**config.mk**
```make
export PLATFORM = sky130hd
export DESIGN_NAME = baud_rx_sampler_flat
export DESIGN_NICKNAME = d
export VERILOG_FILES = /design/src/rtl/baud_rx_sampler_if.sv /design/src/rtl/baud_rx_sampler.sv /design/src/flat_wrapper.sv
export SDC_FILE = /design/constraint.sdc
export NUM_CORES = 1
export LEC_CHECK = 0
export BUFFER_PORTS_ARGS = -buffer_cell sky130_fd_sc_hd__buf_4
export CAP_MARGIN = 20
export CORE_MARGIN = 4
export CORE_UTILIZATION = 53
export CTS_CLUSTER_SIZE = 14
export DETAILED_ROUTE_END_ITERATION = 8
export PLACE_DENSITY = 0.83
export SYNTH_ARGS = -nofsm -noshare
export SYNTH_HDL_FRONTEND = slang
export SYNTH_SLANG_ARGS = --single-unit
export TNS_END_PERCENT = 100
```
**constraint.sdc**
```tcl
create_clock -name clock -period 2.7 [get_ports clock]
set_input_delay 0.135 -clock clock [delete_from_list [all_inputs] [get_ports clock]]
set_output_delay 0.135 -clock clock [all_outputs]
set_load 0.05 [all_outputs]
```
**src/rtl/baud_rx_sampler_if.sv**
```systemverilog
// baud_rx_sampler_if: groups the receiver configuration, serial line and delivered-byte signals
interface baud_rx_sampler_if;
  logic [1:0] baud_rate;
  logic [1:0] parity_type;
  logic       rx_serial;
  logic [7:0] data_out;
  logic       data_valid;
  logic       parity_error;
  logic       framing_error;
  logic       rx_busy;
  modport master (
    output baud_rate, parity_type, rx_serial,
    input  data_out, data_valid, parity_error, framing_error, rx_busy
  );
  modport slave (
    input  baud_rate, parity_type, rx_serial,
    output data_out, data_valid, parity_error, framing_error, rx_busy
  );
endinterface

```
**src/rtl/baud_rx_sampler.sv**
```systemverilog
// baud_rx_sampler: 16x oversampling UART receiver (8 data bits, LSB first, optional parity, 1 stop)
module baud_rx_sampler #(
  parameter int DIV24  = 1302,
  parameter int DIV48  = 651,
  parameter int DIV96  = 326,
  parameter int DIV192 = 163
) (
  input  logic              clock,
  input  logic              reset_n,
  baud_rx_sampler_if.slave  bus
);
  typedef enum logic [2:0] {IDLE, START, DATA, PARITY, STOP, BREAK} state_t;
  state_t      r_state, w_next;
  logic        r_sync1, r_sync2;
  logic [1:0]  r_baud, r_par;
  logic [10:0] r_tcnt;
  logic [3:0]  r_os;
  logic [2:0]  r_bit;
  logic [7:0]  r_shift;
  logic        r_par_bit;
  logic [7:0]  r_data;
  logic        r_valid, r_perr, r_ferr;
  logic        w_rx, w_tick, w_mid, w_end, w_par_en, w_perr;
  logic [10:0] w_div;
  assign w_rx     = r_sync2;
  assign w_div    = r_baud == 2'd0 ? 11'(DIV24) : r_baud == 2'd1 ? 11'(DIV48) :
                    r_baud == 2'd2 ? 11'(DIV96) : 11'(DIV192);
  assign w_tick   = (r_state != IDLE) && (r_tcnt == w_div - 11'd1);
  assign w_mid    = w_tick && (r_os == 4'd7);
  assign w_end    = w_tick && (r_os == 4'd15);
  assign w_par_en = r_par[1] ^ r_par[0];
  assign w_perr   = w_par_en && (r_par_bit != (r_par == 2'b10 ? ^r_shift : ~^r_shift));
  assign bus.data_out      = r_data;
  assign bus.data_valid    = r_valid;
  assign bus.parity_error  = r_perr;
  assign bus.framing_error = r_ferr;
  assign bus.rx_busy       = r_state != IDLE;
  // state register; reset mid-frame simply drops back to IDLE
  always_ff @(posedge clock or negedge reset_n)
    if (!reset_n) r_state <= IDLE;
    else          r_state <= w_next;
  // next state: start qualified at mid start bit, every later bit sampled at os_cnt==15
  always_comb begin
    w_next = r_state;
    case (r_state)
      IDLE:    w_next = w_rx ? IDLE : START;
      START:   if (w_mid) w_next = w_rx ? IDLE : DATA;
      DATA:    if (w_end && r_bit == 3'd7) w_next = w_par_en ? PARITY : STOP;
      PARITY:  if (w_end) w_next = STOP;
      STOP:    if (w_end) w_next = w_rx ? IDLE : BREAK;
      BREAK:   if (w_rx) w_next = IDLE;
      default: w_next = IDLE;
    endcase
  end
  // synchroniser, tick/oversample counters, shift register and delivered-byte registers
  always_ff @(posedge clock or negedge reset_n) begin
    if (!reset_n) begin
      r_sync1   <= 1'b1;
      r_sync2   <= 1'b1;
      r_baud    <= 2'd0;
      r_par     <= 2'd0;
      r_tcnt    <= 11'd0;
      r_os      <= 4'd0;
      r_bit     <= 3'd0;
      r_shift   <= 8'd0;
      r_par_bit <= 1'b0;
      r_data    <= 8'd0;
      r_valid   <= 1'b0;
      r_perr    <= 1'b0;
      r_ferr    <= 1'b0;
    end else begin
      r_sync1 <= bus.rx_serial;
      r_sync2 <= r_sync1;
      r_valid <= (r_state == STOP) && w_end;
      if (r_state == IDLE) begin
        r_tcnt <= 11'd0;
        r_os   <= 4'd0;
        if (!w_rx) begin
          r_baud <= bus.baud_rate;
          r_par  <= bus.parity_type;
        end
      end else begin
        r_tcnt <= w_tick ? 11'd0 : r_tcnt + 11'd1;
        if (w_tick) r_os <= r_os + 4'd1;
      end
      if (r_state == START && w_mid) begin
        r_os  <= 4'd0;
        r_bit <= 3'd0;
      end
      if (r_state == DATA && w_end) begin
        r_shift <= {w_rx, r_shift[7:1]};
        r_bit   <= r_bit + 3'd1;
      end
      if (r_state == PARITY && w_end) r_par_bit <= w_rx;
      if (r_state == STOP && w_end) begin
        r_data <= r_shift;
        r_perr <= w_perr;
        r_ferr <= ~w_rx;
      end
    end
  end
endmodule
```
**src/flat_wrapper.sv**
```systemverilog
// flat-port wrapper written by rule: the top's interface ports become plain ports
module baud_rx_sampler_flat 
#(
  parameter int DIV24  = 1302,
  parameter int DIV48  = 651,
  parameter int DIV96  = 326,
  parameter int DIV192 = 163
)
  (clock, reset_n, bus_baud_rate, bus_parity_type, bus_rx_serial, bus_data_out, bus_data_valid, bus_parity_error, bus_framing_error, bus_rx_busy);
  baud_rx_sampler_if bus_i ();
  input  logic clock;
  input  logic reset_n;
  input wire logic [$bits(bus_i.baud_rate)-1:0] bus_baud_rate;
  input wire logic [$bits(bus_i.parity_type)-1:0] bus_parity_type;
  input wire logic [$bits(bus_i.rx_serial)-1:0] bus_rx_serial;
  output wire logic [$bits(bus_i.data_out)-1:0] bus_data_out;
  output wire logic [$bits(bus_i.data_valid)-1:0] bus_data_valid;
  output wire logic [$bits(bus_i.parity_error)-1:0] bus_parity_error;
  output wire logic [$bits(bus_i.framing_error)-1:0] bus_framing_error;
  output wire logic [$bits(bus_i.rx_busy)-1:0] bus_rx_busy;
  assign bus_i.baud_rate = bus_baud_rate;
  assign bus_i.parity_type = bus_parity_type;
  assign bus_i.rx_serial = bus_rx_serial;
  assign bus_data_out = bus_i.data_out;
  assign bus_data_valid = bus_i.data_valid;
  assign bus_parity_error = bus_i.parity_error;
  assign bus_framing_error = bus_i.framing_error;
  assign bus_rx_busy = bus_i.rx_busy;
  baud_rx_sampler #(.DIV24(DIV24), .DIV48(DIV48), .DIV96(DIV96), .DIV192(DIV192)) u_core (.clock(clock), .reset_n(reset_n), .bus(bus_i));
endmodule
```
==> impl_metrics.toml, run 1 <==
[status]
run_status = "complete, no violations"

[sta]
hold_viol_final = 0
max_freq_mhz = 391.2
min_period_ps = 2556
timing.slew.headroom = 0.6008
holdWs_ps = 25.71
worstMarginPinSlew_ps = 598.7
rsz0062_at_grt = "no"
period_share = 0.9467
setup_violations = 0
clock_skew_ps = 7.873
setup_tns_ps = 0
maxSlewViolCount = 0

[clocking]
clkTransAtPathRegs_ps = 90
clock_latency_ps = 310
cts_buffers = 5
post-cts-setup-buffers = 0
cts_resized = 0
cts_tree = "done"
cts.root.buffer_cell = "clkbuf_8"
h-tree-depth = 2
cts.path.max_buffers = 2
clock_sinks = 47

[critical_path]
crit_required_ps = 2890
r2r-end = "u_core.r_shift[0]"
r2r_start = "u_core.r_baud[1]"
start_kind = "flop"
critPathKind = "reg -> reg"
regToRegSetupSlack_ps = 140
reg2regPathDepth = 6
crit_start = "u_core.r_baud[1]"
crit_arrival_ps = 2750
cp_max_fo = 12
cp-end-kind = "flop"

[hold_path]
worstHoldPathCells = 3
hp-start = "bus_parity_type[0]"
hp-class = "in -> reg"
min_to = "u_core.r_par[0]"

[synthesis]
syn_avg_cell_area_sq_um = 10.60
ys_async_sr_fraction = 1.000
synthCells = 241
seq_area_frac_synth = 0.4615
syn_nets = 253
synthTopCellsByArea = "dfrtp_1 44%, mux2_4 10%, xnor2_1 4.5%"
yosys_register_bits = 47
synth_area_sq_um = 2554
synth.largest_area_cell = "dfrtp_1"
synthFlopType = "dfrtp_1"
synth_cell_types = 45
synth_enable_flop_cells = 0
ys.warnings.count = 0
synth_top_area_share = 0.4410

[floorplan]
die-height_um = 77.42
rows = 24
dieWidth_um = 77.42
core_sq_um = 4504
start_util = 0.5669
die_area_sq_um = 5993
pin_count = 19

[grt]
grt_usage = 0.1782
grt_max_degree = 48
grt_pass1_wl_um = 8611
grt_remaining_overflow = 0
grt_pass1_vias = 1848
antenna_found_initial = 0

[pwr]
power.share.sequential = 0.519
leakagePower_nw = 1.328
p_int_mw = 1.165
vdd_drop_max_uv = 329.7
net-switching-power_mw = 0.4850
p_sw_frac = 0.2940
clockPowerShare = 0.323
power.density_nw_per_um2 = 567.8
p_comb_frac = 0.158

[placement]
place.gp.congestion = 0.8851
dpl.hpwl_um = 3409
io_buffers = 18

[route]
finalWirelength_um = 4902
post-route-drc-count = 0
wl_per_cell_um = 15.42
vias = 1834
ant_nets = 0
drt_iter0_markers = 101
viasPerCell = 5.767
dr.pass1.iters = 4

[flow_run]
maxCapViolations = 0

[cells_and_area]
fill_cells = 349
finalNetCount = 277
antenna-diode-count = 0
syn_to_final_growth_pct = 13.77
drive_above_1_share = 0.2368
[power groups by stage]
stage | logic [mW] | registers, mW | clock network [mW]
4_1_cts | 0.262 | 0.857 | 0.542
5_1_grt | 0.294 | 0.868 | 0.578
2_1_floorplan | 0.225 | 0.817 | 0
3_5_place_dp | 0.257 | 0.872 | 0
3_3_place_gp | 0.249 | 0.866 | 0
6_report | 0.260 | 0.857 | 0.532
[metal layers]
metal  global-route usage  vias to the layer above  share of wire
li1                     -                      910              -
met1               0.2496                      894           0.50
met2               0.2755                       25           0.46
met3              0.04745                        5          0.031
met4              0.04804                        0          0.012
met5                    0                        -              0
[how the worst max path moves through the flow]
| stage | endpoint | cells past startpoint |
|---|---|---|
| global route | u_core.r_shift[0] | 6 |
| finish | u_core.r_shift[0] | 6 |
| floorplan | u_core.bus.data_out[0] | 7 |
| global placement | u_core.bus.parity_error | 6 |
| CTS | u_core.r_shift[7] | 6 |
| detailed placement | u_core.bus.data_out[2] | 6 |
[what timing repair did]
action / in CTS / in global routing
hold buffers: 2 / 0
endpoints found under the setup margin: 0 / 0
hold endpoints to repair: 46 / 0
[placed cells by master (no fill, tap or decap), types with 3 or more instances in the layout]
cell type | netlist | final
nor2_1 | 21 | 21
nand4b_1 | 4 | 4
inv_1 | 8 | 8
mux2_4 | 17 | 17
buf_4 | 3 | 28
nor3b_1 | 3 | 3
nand2_1 | 14 | 14
xor2_1 | 4 | 4
nor3_1 | 7 | 7
dfrtp_1 | 45 | 45
nand3_1 | 7 | 7
o41ai_1 | 4 | 4
a21oi_1 | 11 | 11
ha_1 | 5 | 5
mux2i_1 | 3 | 3
o22ai_1 | 3 | 3
mux2_2 | 4 | 4
or4_1 | 4 | 4
clkbuf_8 | 0 | 5
xnor2_1 | 13 | 13
o21ai_0 | 13 | 13
nand2b_1 | 5 | 5
[state kept, by name, indices dropped and copies added, names as in the netlist]
| signal | count |
|---|---|
| u_core.bus.data_out | 8 |
| u_core.bus.data_valid | 1 |
| u_core.bus.framing_error | 1 |
| u_core.bus.parity_error | 1 |
| u_core.r_baud | 2 |
| u_core.r_bit | 3 |
| u_core.r_os | 4 |
| u_core.r_par | 2 |
| u_core.r_par_bit | 1 |
| u_core.r_shift | 8 |
| u_core.r_state | 3 |
| u_core.r_sync1 | 1 |
| u_core.r_sync2 | 1 |
| u_core.r_tcnt | 11 |
[cell usage after synthesis, drive strengths merged (3+ instances only)]
library cell,count
xor2,4
xnor2,13
dfrtp,45
ha,5
o41ai,4
nand4b,4
o21ai,14
nor2,21
nand2,14
or4,4
nand3,7
mux2i,3
inv,8
buf,3
nor3,7
clkbuf,10
nor3b,3
o22ai,3
nand2b,5
a21oi,11
mux2,21
[through the flow]
step / area [sq um] / setup WS, ps / instances / util / power [mW]
after floorplan: 2554 / 83.50 / 241 / - / 1.042
after global placement: 2769 / 205.4 / 308 / 0.6147 / 1.115
after detailed placement: 2769 / 163.8 / 308 / 0.6147 / 1.129
after CTS: 2905 / 149.3 / 318 / 0.6450 / 1.661
after global routing: 2905 / 56.07 / 318 / 0.6450 / 1.740
final: 2905 / 143.8 / 318 / 0.6450 / 1.650
[worst max-delay path: stages, from the launching register on]
cell	delay (ps)
dfrtp_1	500
or4b_1	530
a31oi_1	260
nor2_1	110
or4_1	540
buf_4	210
mux2_4	300
[logic make-up after synthesis]
| family | after synthesis | share of synthesized area |
|---|---|---|
| AO/OA/AOI/OAI | 42 | 0.1019 |
| XOR/XNOR | 18 | 0.06712 |
| adder cells (fa/ha/maj) | 5 | 0.02450 |
| buffers and inverters | 21 | 0.03528 |
| flip-flops | 47 | 0.4615 |
| multiplexers | 24 | 0.1293 |
| AND/OR/NAND/NOR | 84 | 0.1803 |
[layout make-up]
| cell class | instances | area, sq um | share of cell area |
|---|---|---|---|
| inverter | 8 | 30.03 | 0.01034 |
| sequential | 47 | 1179 | 0.4057 |
| timing repair buffer | 30 | 230.2 | 0.07924 |
| clock buffer | 5 | 68.82 | 0.02369 |
| tap | 52 | 65.06 | 0.02239 |
| multi-input combinational | 173 | 1285 | 0.4423 |
| clock inverter | 3 | 47.55 | 0.01637 |
Power figures use the tool's default switching activity.
==> inputs of run 2 (changes only) <==
--- a/config.mk
+++ b/config.mk
@@ -11,7 +11,9 @@
 export CORE_UTILIZATION = 53
 export CTS_CLUSTER_SIZE = 14
 export DETAILED_ROUTE_END_ITERATION = 8
+export MAX_ROUTING_LAYER = met4
 export PLACE_DENSITY = 0.83
+export SETUP_SLACK_MARGIN = 0.2
 export SYNTH_ARGS = -nofsm -noshare
 export SYNTH_HDL_FRONTEND = slang
 export SYNTH_SLANG_ARGS = --single-unit
==> run 2 against run 1 <==
Net effect: design area is 2.7% higher; clock power hardly changed; global-route usage is 1.7 points higher; via count is 6.3% higher; critical path type unchanged.
==> impl_metrics.toml, run 2 (synthesis gave the netlist of run 1 again) <==
[grt]
antenna_found_initial = 0
grt_pass1_wl_um = 9170
grt_pass1_vias = 1847
grt_max_degree = 48
grt_usage = 0.1949
grt_remaining_overflow = 0

[critical_path]
crit_arrival_ps = 2670
cp_max_fo = 7
critPathKind = "reg -> reg"
r2r-end = "u_core.r_shift[4]"
crit_required_ps = 2900
regToRegSetupSlack_ps = 230
cp-end-kind = "flop"
start_kind = "flop"
r2r_start = "u_core.r_baud[1]"
reg2regPathDepth = 6

[status]
run_status = "complete, no violations"

[pwr]
power.share.sequential = 0.517
power.density_nw_per_um2 = 562.4
p_comb_frac = 0.164
vdd_drop_max_uv = 261.7
leakagePower_nw = 1.358
p_int_mw = 1.174
p_sw_frac = 0.3002
clockPowerShare = 0.319
net-switching-power_mw = 0.5035

[sta]
worstMarginPinSlew_ps = 590.7
timing.slew.headroom = 0.6062
setup_tns_ps = 0
max_freq_mhz = 405.1
period_share = 0.9143
clock_skew_ps = 18.39
hold_viol_final = 0
rsz0062_at_grt = "no"
maxSlewViolCount = 0
setup_violations = 0
min_period_ps = 2469

[clocking]
clock_sinks = 47
cts.root.buffer_cell = "clkbuf_8"
h-tree-depth = 2
clock_latency_ps = 310
cts_tree = "done"
clkTransAtPathRegs_ps = 100
cts.path.max_buffers = 2
cts_buffers = 5

[cells_and_area]
drive_above_1_share = 0.2852
antenna-diode-count = 0
layout.cells.non_filler = 322
syn_to_final_growth_pct = 16.81
fin_util = 0.6622
finalNetCount = 281
final_common_cell = "dfrtp_1"
layout_common_cells = "42 x dfrtp_1, 28 x buf_4, 20 x nor2_1"
largest-register = "u_core.r_tcnt"
largest_register_ffs = 11

[floorplan]
core_sq_um = 4504
dieWidth_um = 77.42
pin_count = 19
rows = 24
die_area_sq_um = 5993
die-height_um = 77.42
start_util = 0.5669

[route]
vias = 1949
wl_per_cell_um = 16.93
drt_iter0_markers = 177
post-route-drc-count = 0
finalWirelength_um = 5453
viasPerCell = 6.053
dr.pass1.iters = 4
ant_nets = 0

[flow_run]
maxCapViolations = 0

[hold_path]
worstHoldPathCells = 3
min_to = "u_core.r_par[0]"
hp-start = "bus_parity_type[0]"
hp-class = "in -> reg"

[placement]
io_buffers = 18
dpl.hpwl_um = 3692
place.gp.congestion = 0.8788
dpl.cell_count = 309
[run 2: power groups by stage]
stage	sequential, mW	clock [mW]	combinational (mW)
after floorplan	0.817	0	0.225
after global placement	0.867	0	0.245
after detailed placement	0.869	0	0.257
after CTS	0.857	0.545	0.264
after global routing	0.877	0.582	0.308
final	0.867	0.535	0.275
[run 2: critical path, stage by stage (launching register included)]
cell and delay (ps):
dfrtp_2 450, or4bb_1 520, a31oi_2 250, nor2_2 90, or4_4 560, clkbuf_4 190, mux2_4 290
[run 2: layer usage]
metal / track usage / part of all wire
met1: 0.2577 / 0.45
met2: 0.3040 / 0.49
met3: 0.04514 / 0.048
met4: 0.05160 / 0.019
met5: - / 0
[run 2: stage by stage]
stage | power [mW] | worst slack, ps | hold slack, ps | cell area [sq um]
after floorplan | 1.042 | 265.8 | -160.6 | 2554
after global placement | 1.113 | 254.0 | 175.5 | 2776
after detailed placement | 1.125 | 186.6 | 180.1 | 2776
after CTS | 1.665 | 230.9 | 20.68 | 2927
after global routing | 1.767 | 174.1 | 56.81 | 2983
final | 1.677 | 231.5 | 27.61 | 2983
[run 2: worst max path at each step]
stage | start | end | cells after the start
after CTS | u_core.r_baud[1] | u_core.bus.data_out[2] | 6
after global placement | u_core.r_baud[1] | u_core.bus.data_out[7] | 6
after detailed placement | u_core.r_baud[1] | u_core.bus.data_out[2] | 6
after floorplan | u_core.r_state[2] | u_core.bus.data_out[0] | 7
after global routing | u_core.r_baud[1] | u_core.r_shift[7] | 6
final | u_core.r_baud[1] | u_core.r_shift[4] | 6
[run 2: final cells by class]
type / instances / area, sq um
repair buffers: 34 / 275.3
clock inverters: 3 / 47.55
inverters: 8 / 30.03
multi-input cells: 173 / 1314
well taps: 52 / 65.06
flip-flops and latches: 47 / 1182
fillers: 335 / 1521
clock buffers: 5 / 68.82
[run 2: what timing repair did]
| action | in CTS | in global routing |
|---|---|---|
| hold buffers | 2 | 0 |
| gates cloned | 0 | 1 |
| gates resized for setup | 2 | 12 |
| endpoints found under the hold margin | 46 | 0 |
| buffers inserted | 1 | 1 |
| setup endpoints to repair | 12 | 17 |
| pin swaps | 0 | 3 |
